===== src/rtl/dma_pkg.sv =====
// rtl/dma_pkg.sv - shared state type and AR channel constants for the DMA read arbiter
package dma_pkg;

    typedef enum logic [1:0] {
        IDLE = 2'd0,
        ADDR = 2'd1,
        DATA = 2'd2
    } arb_state_t;

    localparam logic [1:0] AR_BURST_INCR  = 2'd1;
    localparam logic [2:0] AR_SIZE_8B     = 3'd3;
    localparam int         AR_LEN_DEFAULT = 15;

endpackage


===== src/rtl/dma_read_arbiter_rr_arb2.sv =====
// rtl/dma_read_arbiter_rr_arb2.sv - combinational two-way round-robin pick with one-hot winner
module rr_arb2
    import dma_pkg::*;
(
    input  logic [1:0] req,
    input  logic       last_gnt,
    output logic [1:0] win
);

    // On contention the requester that was not served last wins; a lone request wins outright
    always_comb begin
        win = req;
        if (req == 2'b11) begin
            win = last_gnt ? 2'b01 : 2'b10;
        end
    end

endmodule


===== src/rtl/dma_read_arbiter.sv =====
// rtl/dma_read_arbiter.sv - round-robin sharing of one AR/R read port between two DMA engines (option: DMA_ARB_WDOG_EN)
module dma_read_arbiter #(
    parameter int ADDR_W      = 8,
    parameter int DATA_W      = 64,
    parameter int LEN_W       = 8,
    parameter int WDOG_CYCLES = 255
) (
    input  logic              CLK,
    input  logic              RESET,
    input  logic              rq0_ARVALID,
    input  logic [ADDR_W-1:0] rq0_ARADDR,
    input  logic [LEN_W-1:0]  rq0_ARLENGTH,
    input  logic [1:0]        rq0_ARBURST,
    input  logic [2:0]        rq0_ARSIZE,
    output logic              rq0_ARREADY,
    output logic [DATA_W-1:0] rq0_RDATA,
    output logic              rq0_RVALID,
    input  logic              rq0_RREADY,
    input  logic              rq1_ARVALID,
    input  logic [ADDR_W-1:0] rq1_ARADDR,
    input  logic [LEN_W-1:0]  rq1_ARLENGTH,
    input  logic [1:0]        rq1_ARBURST,
    input  logic [2:0]        rq1_ARSIZE,
    output logic              rq1_ARREADY,
    output logic [DATA_W-1:0] rq1_RDATA,
    output logic              rq1_RVALID,
    input  logic              rq1_RREADY,
    output logic              ARVALID,
    output logic [ADDR_W-1:0] ARADDR,
    output logic [LEN_W-1:0]  ARLENGTH,
    output logic [1:0]        ARBURST,
    output logic [2:0]        ARSIZE,
    input  logic              ARREADY,
    input  logic [DATA_W-1:0] RDATA,
    input  logic              RVALID,
    output logic              RREADY,
    output logic [1:0]        grant,
    output logic              wdog_err
);

    import dma_pkg::*;

    // beats_left is one bit wider than ARLENGTH so a 256-beat burst never wraps
    localparam logic [LEN_W:0] ONE_BEAT = {{LEN_W{1'b0}}, 1'b1};

    arb_state_t        state;
    logic              last_gnt;
    logic [LEN_W:0]    beats_left;
    logic [1:0]        win;
    logic              g1;
    logic              r_hs;
    logic              last_beat;
    logic [ADDR_W-1:0] sel_addr;
    logic [LEN_W-1:0]  sel_len;
    logic [1:0]        sel_burst;
    logic [2:0]        sel_size;

    rr_arb2 u_rr_arb2 (
        .req      ({rq1_ARVALID, rq0_ARVALID}),
        .last_gnt (last_gnt),
        .win      (win)
    );

    assign g1        = grant[1];
    assign sel_addr  = win[1] ? rq1_ARADDR   : rq0_ARADDR;
    assign sel_len   = win[1] ? rq1_ARLENGTH : rq0_ARLENGTH;
    assign sel_burst = win[1] ? rq1_ARBURST  : rq0_ARBURST;
    assign sel_size  = win[1] ? rq1_ARSIZE   : rq0_ARSIZE;

    // Only the owner sees the shared handshakes; the other side is held off
    assign rq0_ARREADY = (state == ADDR) && grant[0] && ARREADY;
    assign rq1_ARREADY = (state == ADDR) && grant[1] && ARREADY;
    assign RREADY      = (state == DATA) && (g1 ? rq1_RREADY : rq0_RREADY);
    assign rq0_RVALID  = (state == DATA) && grant[0] && RVALID;
    assign rq1_RVALID  = (state == DATA) && grant[1] && RVALID;
    assign rq0_RDATA   = RDATA;
    assign rq1_RDATA   = RDATA;

    assign r_hs      = RVALID && RREADY;
    assign last_beat = r_hs && (beats_left == ONE_BEAT);

`ifdef DMA_ARB_WDOG_EN
    logic [31:0] wdog_cnt;
    logic        wdog_hit;

    assign wdog_hit = (state == DATA) && !r_hs && (wdog_cnt == 32'(WDOG_CYCLES - 1));
`else
    logic wdog_unused;

    assign wdog_unused = (WDOG_CYCLES != 0);
    assign wdog_err    = 1'b0;
`endif

    // Arbitration FSM: latch winner's address phase, hold AR until accepted, then own R until the last beat
    always_ff @(posedge CLK) begin
        if (RESET) begin
            state      <= IDLE;
            ARVALID    <= 1'b0;
            ARADDR     <= '0;
            ARLENGTH   <= LEN_W'(AR_LEN_DEFAULT);
            ARBURST    <= AR_BURST_INCR;
            ARSIZE     <= AR_SIZE_8B;
            grant      <= 2'b00;
            beats_left <= '0;
            last_gnt   <= 1'b1;
`ifdef DMA_ARB_WDOG_EN
            wdog_cnt   <= '0;
            wdog_err   <= 1'b0;
`endif
        end else begin
`ifdef DMA_ARB_WDOG_EN
            wdog_err <= 1'b0;
`endif
            case (state)
                IDLE: begin
                    if (|win) begin
                        ARVALID    <= 1'b1;
                        ARADDR     <= sel_addr;
                        ARLENGTH   <= sel_len;
                        ARBURST    <= sel_burst;
                        ARSIZE     <= sel_size;
                        grant      <= win;
                        beats_left <= {1'b0, sel_len} + ONE_BEAT;
                        state      <= ADDR;
                    end
                end
                ADDR: begin
                    if (ARREADY) begin
                        ARVALID <= 1'b0;
                        state   <= DATA;
`ifdef DMA_ARB_WDOG_EN
                        wdog_cnt <= '0;
`endif
                    end
                end
                DATA: begin
                    if (r_hs) begin
                        beats_left <= beats_left - ONE_BEAT;
                        if (last_beat) begin
                            state    <= IDLE;
                            grant    <= 2'b00;
                            last_gnt <= g1;
                        end
                    end
`ifdef DMA_ARB_WDOG_EN
                    if (r_hs) begin
                        wdog_cnt <= '0;
                    end else if (wdog_hit) begin
                        state    <= IDLE;
                        grant    <= 2'b00;
                        last_gnt <= g1;
                        wdog_err <= 1'b1;
                        wdog_cnt <= '0;
                    end else begin
                        wdog_cnt <= wdog_cnt + 32'd1;
                    end
`endif
                end
                default: state <= IDLE;
            endcase
        end
    end

endmodule

===== config.mk =====
export PLATFORM = sky130hd
export DESIGN_NAME = dma_read_arbiter
export DESIGN_NICKNAME = d
export VERILOG_FILES = /design/src/rtl/dma_pkg.sv /design/src/rtl/dma_read_arbiter_rr_arb2.sv /design/src/rtl/dma_read_arbiter.sv
export SDC_FILE = /design/constraint.sdc
export NUM_CORES = 1
export LEC_CHECK = 0
export CAP_MARGIN = 20
export CORE_AREA = 4 4 102 104
export DETAILED_ROUTE_END_ITERATION = 10
export DIE_AREA = 0 0 106 108
export MAX_ROUTING_LAYER = met4
export PLACE_DENSITY = 0.89
export REMOVE_ABC_BUFFERS = 1
export SYNTH_ARGS = -nofsm -noshare
export SYNTH_HDL_FRONTEND = slang
export SYNTH_HIERARCHICAL = 1
export SYNTH_SLANG_ARGS = --single-unit
export TNS_END_PERCENT = 1

===== constraint.sdc =====
create_clock -name CLK -period 5.69 [get_ports CLK]
set_input_delay 1.138 -clock CLK [delete_from_list [all_inputs] [get_ports CLK]]
set_output_delay 1.138 -clock CLK [all_outputs]
set_load 0.01 [all_outputs]

# Word-level counts from Yosys, hierarchy flattened
# Index checks and enable logic that the tools add are counted.
# totals
register_bits	36
in_bits	114
# op_classes
add_sub_neg	2
eq_ne	8
n_mux	20
reduce_logical	21
# op_table
operator	count
2-to-1 mux 9 bit	2
one-hot mux 9 bit (2 select lines)	1
2-to-1 mux 2 bit	8
2-to-1 mux 8 bit	2
logical AND 1 bit	11
adder 8 x 1 -> 9 bit (second input constant)	1
== test 9 x 1 -> 1 bit (second input constant)	1
AND reduction 3 bit	3
subtractor 9 x 1 -> 9 bit (second input constant)	1
inequality test 2 bit (second input constant)	4
AND reduction 4 bit	2
one-hot mux 2 bit (3 select lines)	1
== test 2 bit (second input constant)	2
one-hot mux 2 bit (2 select lines)	1
nonzero test 2 bit	2
2-to-1 mux 1 bit	3
2-to-1 mux 3 bit	1
== test 2 x 1 -> 1 bit (second input constant)	1
zero test 2 bit	1
one-hot mux 1 bit (2 select lines)	1
AND reduction 2 bit	1
OR reduction 2 bit	1

# Logic depth before layout (Yosys ltp)
# depth
word_depth	7
mapped_depth	9
mapped_depth_nobuf	7

# Cells and area by module
# The synthesis kept the hierarchy.
# modules_own_cells
module	n_inst	cells_each	area_each_um2
dma_read_arbiter	1	368	2984.1
rr_arb2	1	3	18.8

# Least setup slack after synthesis
# No wires, ideal clock.
# synth_timing
path_type	input -> register
start	in rq1_ARVALID
end	reg beats_left[8]
setup_time_ns	0.088
arrival_time_ns	3.196
t_required_ns	5.602
path_slack_ns	2.406
path_stages	9
path_cell_list	a21boi_0 > buf_2 > buf_2 > mux2_2 > ha_1 > nand4b_1 > a211o_1 > o22a_1 > o32ai_2
# synth_between
elab_chain_cells	6
elab_cells_between_ends	9
classes_between	1 x add/sub; 2 x eq/ne; 4 x mux; 2 x reduce/logical
# synth_rtl
item	line_no	text
start, declared	dma_read_arbiter.sv:19	input logic rq1_ARVALID,
== test 2 bit	dma_read_arbiter_rr_arb2.sv:13	if (req == 2'b11) begin
2-to-1 mux 2 bit *	dma_read_arbiter_rr_arb2.sv:13	
2-to-1 mux 8 bit *	dma_read_arbiter.sv:66	assign sel_len = win[1] ? rq1_ARLENGTH : rq0_ARLENGTH;
named net sel_len[0]	dma_read_arbiter.sv:54	logic [LEN_W-1:0] sel_len;
adder 8 x 1 -> 9 bit *	dma_read_arbiter.sv:123	beats_left <= {1'b0, sel_len} + ONE_BEAT;
2-to-1 mux 9 bit *	dma_read_arbiter.sv:116	if (|win) begin
one-hot mux 9 bit (2 select lines) *	dma_read_arbiter.sv:114	case (state)
end signal, assigned	dma_read_arbiter.sv:123	
end signal, assigned	dma_read_arbiter.sv:138	beats_left <= beats_left - ONE_BEAT;
end, declared	dma_read_arbiter.sv:48	logic [LEN_W:0] beats_left;
# The timed path passes the listed nets; every way through them passes the cells marked *. The select of a mux whose other input is x is not followed.
# A chain may end at the register's enable or synchronous reset.

# Worst setup path in the final report
# layout_timing
start	in RVALID
end	out rq1_RVALID
# layout_between
elab_chain_cells	1
# layout_rtl
item	line_no	text
start, declared	dma_read_arbiter.sv:35	input logic RVALID,
logical AND 1 bit	dma_read_arbiter.sv:75	assign rq1_RVALID = (state == DATA) && grant[1] && RVALID;
end, declared	dma_read_arbiter.sv:26	output logic rq1_RVALID,
# Every way passes these cells.

==> results.txt <==
- Cells with a size suffix above 1 make up 7.28% of the layout.
* Arrival time reported for the critical path endpoint: 2.68 ns
- Synthesis inferred 36 register bits.
* Vias in the first global route: 2405
* Post-synth cell types: 54
- The count of pins over their slew limit was 0.
* Fmax achieved: 0.262 GHz
* Root Driver: sky130_fd_sc_hd__clkbuf_8
- In this run the tightest slew margin relative to its limit is 37.2%.
* Proportion of power drawn by flip-flops and latches: 38.4%
- The clock network burns 31.6% of the power.
- During I/O placement, the number of pins put on the boundary was 272.
* Initial antenna violation count: 1
* Routed length per placed instance: 38.8 microns
- Terminus of the critical flop-to-flop path: beats_left[8]$_SDFFE_PP0P_
- Sw Ratio: approximately 30%
* Per-cell via count in the routed design: 5.57
- Sequential cells were found to cover 24.0% of the synthesized design area.
* Gate power share: 30.0%
- The run finished with clean final reports.
- Static Leakage: 1.12 nW
* Clock transition at the registers of the reported paths: around 0.08 ns
- CTS built an H-tree with a depth of 2.
- Area post-placement: 0.00296 sq mm
* Clock latency at the later pin of the worst-skew pair: 0.29 ns
* Kind of path behind the tightest hold check: flip-flop to flip-flop
* Remaining number of nets flagged by the antenna check after routing: 0
- Grt met3 use: 30.7%
* Number of cells in the finished layout apart from fillers: 450
- Setup slack closes at 1.88 ns.
* Die outline height: ~110 microns
- In this run the most critical hold path is launched from ARVALID$_SDFFE_PP0P_.
- In the synthesized netlist the async set-or-reset flop fraction comes to 0%.
- Once the clock tree was built, the setup fixing pass inserted 0 buffers.
- Residual overflow from global routing: 0
- For met1 alone, demand over resource in global routing was 22.8%.
- RSZ-0062 raised after global routing: no
- # Max-Cap Violations: 0
- Number of hold violations in the final report: 0
- The worst setup path is captured at an output pin.
- Clock tree from TritonCTS: yes
- Number of buffers added by the clock tree synthesis step: 5
- For this block, the routed nets add up to 17.5 mm of wire.
- Setup slack of the most critical reg-to-reg path: 3.24 ns
- At the pin with the least slew margin, the transition time is 0.942 ns.
* Maximum number of pins on one net before global-route repair: 32
- P_sw: roughly 0.24 mW
- In the final layout, flip-flops and latches occupy 721 sq um.
- Detailed placement finished with a half-perimeter wire length of 15.1 mm.
- Maximum fanout count along the critical path: 5
- RR Startpoint: last_gnt$_SDFFE_PP1P_
- Clock buffer depth: 2
- Relative area change from synthesis to final layout: 2.75%
* Fin crit share: between 60% and 70%
- After detailed placement, the design holds a cell count of 441.
- The initial utilization of the core area, before any placement, comes to 31.4%.
- The clock drives 36 sinks.
* Layout fillers: 1038
* Worst ir drop on vdd: 0.000126 V
- CTS Hold Bufs: 0
* Core Rows: 36
- First-pass GRT wire length: 22.2 mm
- The finished cells cover between 0.003 and 0.004 sq mm.
- In the final design database the tool counted approximately 430 nets.
- Die Footprint: 0.0114 sq mm
- Time the final worst path needs with I/O delays and setup: 3.81 ns
* Worst Reg2Reg Path Length in Cells: 7
- For this run, design rule violations remaining after detail routing come to 0.
- Depth of the worst hold-timing path: 2
- Hold Crit Endpoint: ARVALID$_SDFFE_PP0P_
* Number of synthesized flops with an enable pin: 0
- Total global-route track usage: 30.1%
- OpenSTA, run right after detailed placement, puts the worst setup slack at 1.91 ns.
- After clock tree synthesis, the repair step resized 0 gates.
* Layer with the highest usage: met2
- Placeable core region: 0.00955 sq mm
* Required time at the worst-slack endpoint: 4.55 ns
- Final weighted congestion of routability-driven global placement: around 1.0
* Cell-internal power: between 0.5 and 0.6 mW
- Top flip-flop cell by instance count after synthesis: sky130_fd_sc_hd__dfxtp_1
- Synthesis produced a netlist whose cell count is 371.
- The routed layout has 2507 vias.
- In this run, the number of DRC markers left after iteration 0 of detailed routing was 150.
- Power density of the placed cells: 258 mW/mm^2
- In this run the mean area of a mapped cell was between 8 and 9 sq um.
* Number of warning messages in the yosys log: 6
* # setup viols final: 0
- In this run the tool buffered the top-level ports with 78 buffer cells.
* Cell area after synthesis: between 0.003 and 0.004 sq mm
- Measured along the x axis, the die boundary spans 106 microns.
- Clock skew on the completed layout was measured at about 0.0086 ns.
- Area used by multi-input combinational logic: between 0.001 and 0.0015 sq mm
* Setup crit start kind: input port
* Type of the setup path with the least slack: input port to output pin
- For this run, global-route usage on met2 was measured as between 40% and 50%.
* Detailed-router iteration count before antenna repair: 4
-- how the worst max path moves through the flow --
| stage | startpoint | end | slack, ns | cells past startpoint |
|---|---|---|---|---|
| 2_1_floorplan | rq1_ARVALID | beats_left[2]$_SDFFE_PP0P_ | -0.14 | 5 |
| 3_3_place_gp | RVALID | rq1_RVALID | 1.96 | 4 |
| 3_5_place_dp | RVALID | rq1_RVALID | 1.91 | 4 |
| 4_1_cts | RVALID | rq1_RVALID | 1.89 | 4 |
| 5_1_grt | RVALID | rq1_RVALID | 1.82 | 4 |
| 6_report | RVALID | rq1_RVALID | 1.88 | 4 |
-- cell usage in the layout, fill, tap and decap left out, drive strengths merged, types with 2 or more instances in the layout --
master / count
clkdlybuf4s50: 78
nor2: 37
dfxtp: 36
mux2i: 21
a211oi: 16
nand2: 15
o21ai: 9
o211ai: 8
a21oi: 7
clkbuf: 7
inv: 6
nand3: 5
nand3b: 4
a21o: 4
or4: 4
mux2: 3
nor3: 3
a31oi: 3
o22ai: 3
ha: 3
buf: 3
or2: 3
a21boi: 3
nand2b: 2
and3b: 2
o311ai: 2
a22oi: 2
nand4: 2
nand4b: 2
o221ai: 2
-- power groups by stage --
stage                     clock (mW)  sequential (mW)  combinational, mW
final                          0.251            0.305              0.238
after global routing           0.266            0.309              0.258
after CTS                      0.254            0.305              0.238
after detailed placement           0            0.310              0.237
after global placement             0            0.309              0.232
after floorplan                    0            0.314              0.113
-- kinds of logic after synthesis --
family	Yosys count	synth area share, %
compound gates	69	16.5
xor+xnor	1	0.292
fa+ha+maj	3	1.25
buf+inv	150	35.0
flops	36	24.0
mux	24	8.12
other cells	1	0.125
simple gates	87	14.6
-- critical path, stage by stage --
cell	delay, ns
sky130_fd_sc_hd__clkdlybuf4s50_1	0.47
sky130_fd_sc_hd__nand3b_1	0.18
sky130_fd_sc_hd__nor2_1	0.29
sky130_fd_sc_hd__clkdlybuf4s50_1	0.59
-- cells in the mapped netlist, types with 3 or more instances --
cell	number	area, sq um
sky130_fd_sc_hd__buf_4	129	968
sky130_fd_sc_hd__nor3_1	3	15.0
sky130_fd_sc_hd__mux2_2	3	33.8
sky130_fd_sc_hd__a21oi_1	7	35.0
sky130_fd_sc_hd__o211ai_1	8	60.1
sky130_fd_sc_hd__buf_2	3	15.0
sky130_fd_sc_hd__inv_1	6	22.5
sky130_fd_sc_hd__clkbuf_1	11	41.3
sky130_fd_sc_hd__a211oi_1	16	120
sky130_fd_sc_hd__a31oi_1	3	18.8
sky130_fd_sc_hd__nand3b_1	4	30.0
sky130_fd_sc_hd__dfxtp_1	36	721
sky130_fd_sc_hd__o21ai_0	9	45.0
sky130_fd_sc_hd__nand2_1	15	56.3
sky130_fd_sc_hd__o22ai_1	3	18.8
sky130_fd_sc_hd__nor2_1	37	139
sky130_fd_sc_hd__a21o_1	4	30.0
sky130_fd_sc_hd__nand3_1	5	25.0
sky130_fd_sc_hd__mux2i_1	21	210
sky130_fd_sc_hd__ha_1	3	37.5
-- sequential cells by signal (all words and copies together) (netlist names) --
register    count
beats_left      9
ARADDR          8
ARLENGTH        8
ARSIZE          3
ARBURST         2
grant           2
state           2
ARVALID         1
last_gnt        1
-- through the flow --
| step | power, mW | hold slack (ns) | setup TNS (ns) | utilization, % |
|---|---|---|---|---|
| floorplan | 0.427 | 0.464 | -0.148 | - |
| global placement | 0.541 | 0.453 | 0 | 31.0 |
| detailed placement | 0.547 | 0.453 | 0 | 31.0 |
| CTS | 0.797 | 0.463 | 0 | 32.3 |
| global route | 0.834 | 0.506 | 0 | 32.3 |
| finish | 0.795 | 0.464 | 0 | 32.3 |
-- layer usage --
metal,up-vias,wire length (microns)
met5,-,0
met4,0,1440
met3,46,3920
met2,252,7440
met1,1161,4670
li1,1048,-
-- final cells by class --
class	instances	area share, %
Clock inverter	1	0.973
Timing Repair Buffer	81	26.0
Antenna cell	1	0.0811
Tap cell	133	5.39
Sequential cell	36	23.4
Multi-Input combinational cell	185	40.3
Clock buffer	7	3.12
Inverter	6	0.730
Power figures use the tool's default switching activity.
==> variant, RTL diff (same flow settings) <==
Change the parameter `DATA_W` from 64 to 56.
--- a/src/rtl/dma_read_arbiter.sv
+++ b/src/rtl/dma_read_arbiter.sv
@@ -1,7 +1,7 @@
 // rtl/dma_read_arbiter.sv - round-robin sharing of one AR/R read port between two DMA engines (option: DMA_ARB_WDOG_EN)
 module dma_read_arbiter #(
     parameter int ADDR_W      = 8,
-    parameter int DATA_W      = 64,
+    parameter int DATA_W      = 56,
     parameter int LEN_W       = 8,
     parameter int WDOG_CYCLES = 255
 ) (
Interface: changed (resized RDATA, rq0_RDATA and rq1_RDATA); port bits go from 272 to 248. The function was not compared with the original's and may differ.
==> variant against the original RTL <==
Wire length decreased by 17%. Critical endpoint unchanged. Combinational power about the same. Cell count decreased by 0.44%. Highest routed layer unchanged. Register-to-register slack improved by 0.04 ns. Setup slack improved by 0.18 ns. Cell area decreased by 1.7%. Largest power group unchanged. Sequential cell count unchanged. Total power decreased by 9.8%. Area after synthesis decreased by 4.0%. Non-clock buffer count unchanged.
==> variant: results (changes against the original RTL) <==
share of flip-flops with an asynchronous set or reset 0 (unchanged); post-synth top area share 0.294 (-0.0282); actual slew at the worst max-slew pin 0.953 ns (+0.0118 ns); status completed; Bufs on Longest Clock Path 2 (unchanged); Starting DRT DRC Count 126 (-16%); fraction of layout cells with a size suffix above 1 0.0667 (-0.00612); skew final 0.00630 ns (-0.00231 ns); first-pass GRT wire length 19300 µm (-13%); drt pass-1 iters 4 (unchanged); via count 2401 (-4.2%); GP Congestion 0.977 (-3.1%); post-detail-place hpwl 12500 µm (-17%); Post-synth top cells buf_4, nor2_1, dfxtp_1; # diodes 0 (-1); Total GRT Usage 0.251 (-0.0494); final WL 14500 µm (-17%); nets@finish 424 (-1.9%); LEAKAGE 1.09 nW (-2.1%); CP Data Arrival Time 2.50 ns (-0.18 ns); DP Worst Slack 1.98 ns (+0.0731 ns); Fillers 1041 (+0.29%); crit-path max FO 5 (unchanged); Peak VDD IR 0.0857 mV (-32%); largest net degree at the start of global routing 33 (+3.1%); initial antenna violation count 0 (-1); Post-CTS Setup Inserts 0 (unchanged); vias in the first global route 2315 (-3.7%); Period minus WS final 3.64 ns (-0.177 ns); Synth area leaders buf_4, dfxtp_1, mux2i_1; Seq/Total Area, Yosys 0.250 (+0.0100)
-- variant: changes by cell type in the layout (fill, tap and decap cells not counted), sizes merged --
cell    change
clkbuf      -1
bufinv      -1
clkinv      +1
diode       -1
-- variant: worst max-delay path, cell delays in order --
cell and delay, ns:
clkdlybuf4s50_1 0.47, nand3b_1 0.18, nor2_1 0.15, clkdlybuf4s50_1 0.57
-- variant: routing by layer --
metal,routed length [µm],vias up,global-route usage
met4,356,0,0.0657
met1,4430,1083,0.220
met3,3320,14,0.260
met5,0,-,-
li1,-,1045,-
met2,6390,259,0.375
-- variant: path summary, 6_finish.rpt --
path	startpoint	to	slack, ns	depth (start not counted)
max	RVALID	rq1_RVALID	2.05	4
min	ARVALID	ARVALID	0.48	2
max reg2reg	last_gnt	beats_left[8]	3.28	7
min reg2reg	ARVALID	ARVALID	0.48	2
-- variant: through the flow --
stage	instances	TNS [ns]	hold slack [ns]	cell area (µm²)	utilization
2_1_floorplan	227	-0.148	0.464	1970	-
3_3_place_gp	441	0	0.460	2960	0.310
3_5_place_dp	441	0	0.462	2960	0.310
4_1_cts	448	0	0.473	3030	0.318
5_1_grt	448	0	0.511	3030	0.318
6_report	448	0	0.478	3030	0.318
-- variant: cell type report --
class	instances	area share
clock buffers	6	0.0239
inverters	6	0.00742
clock inverters	1	0.00165
well taps	133	0.0548
repair buffers	81	0.265
flip-flops and latches	36	0.238
multi-input cells	185	0.410
-- variant: logic make-up (layout without fill, tap and decap cells) --
logic type,Yosys count,count (layout),share of synthesized area
xor gates and xnor gates,1,1,0.00304
DFF,36,36,0.250
muxes,24,24,0.0846
adders and majority gates,3,3,0.0130
and+or+nand+nor,87,87,0.152
other,1,1,0.00130
AOI/OAI and AO/OA,69,69,0.172
buffers and inverters,134,94,0.323
-- variant: where the power goes --
part           total [mW]  internal [mW]  switching [mW]
clock               0.175         0.0833          0.0919
combinational       0.238          0.122           0.116
sequential          0.303          0.281          0.0226
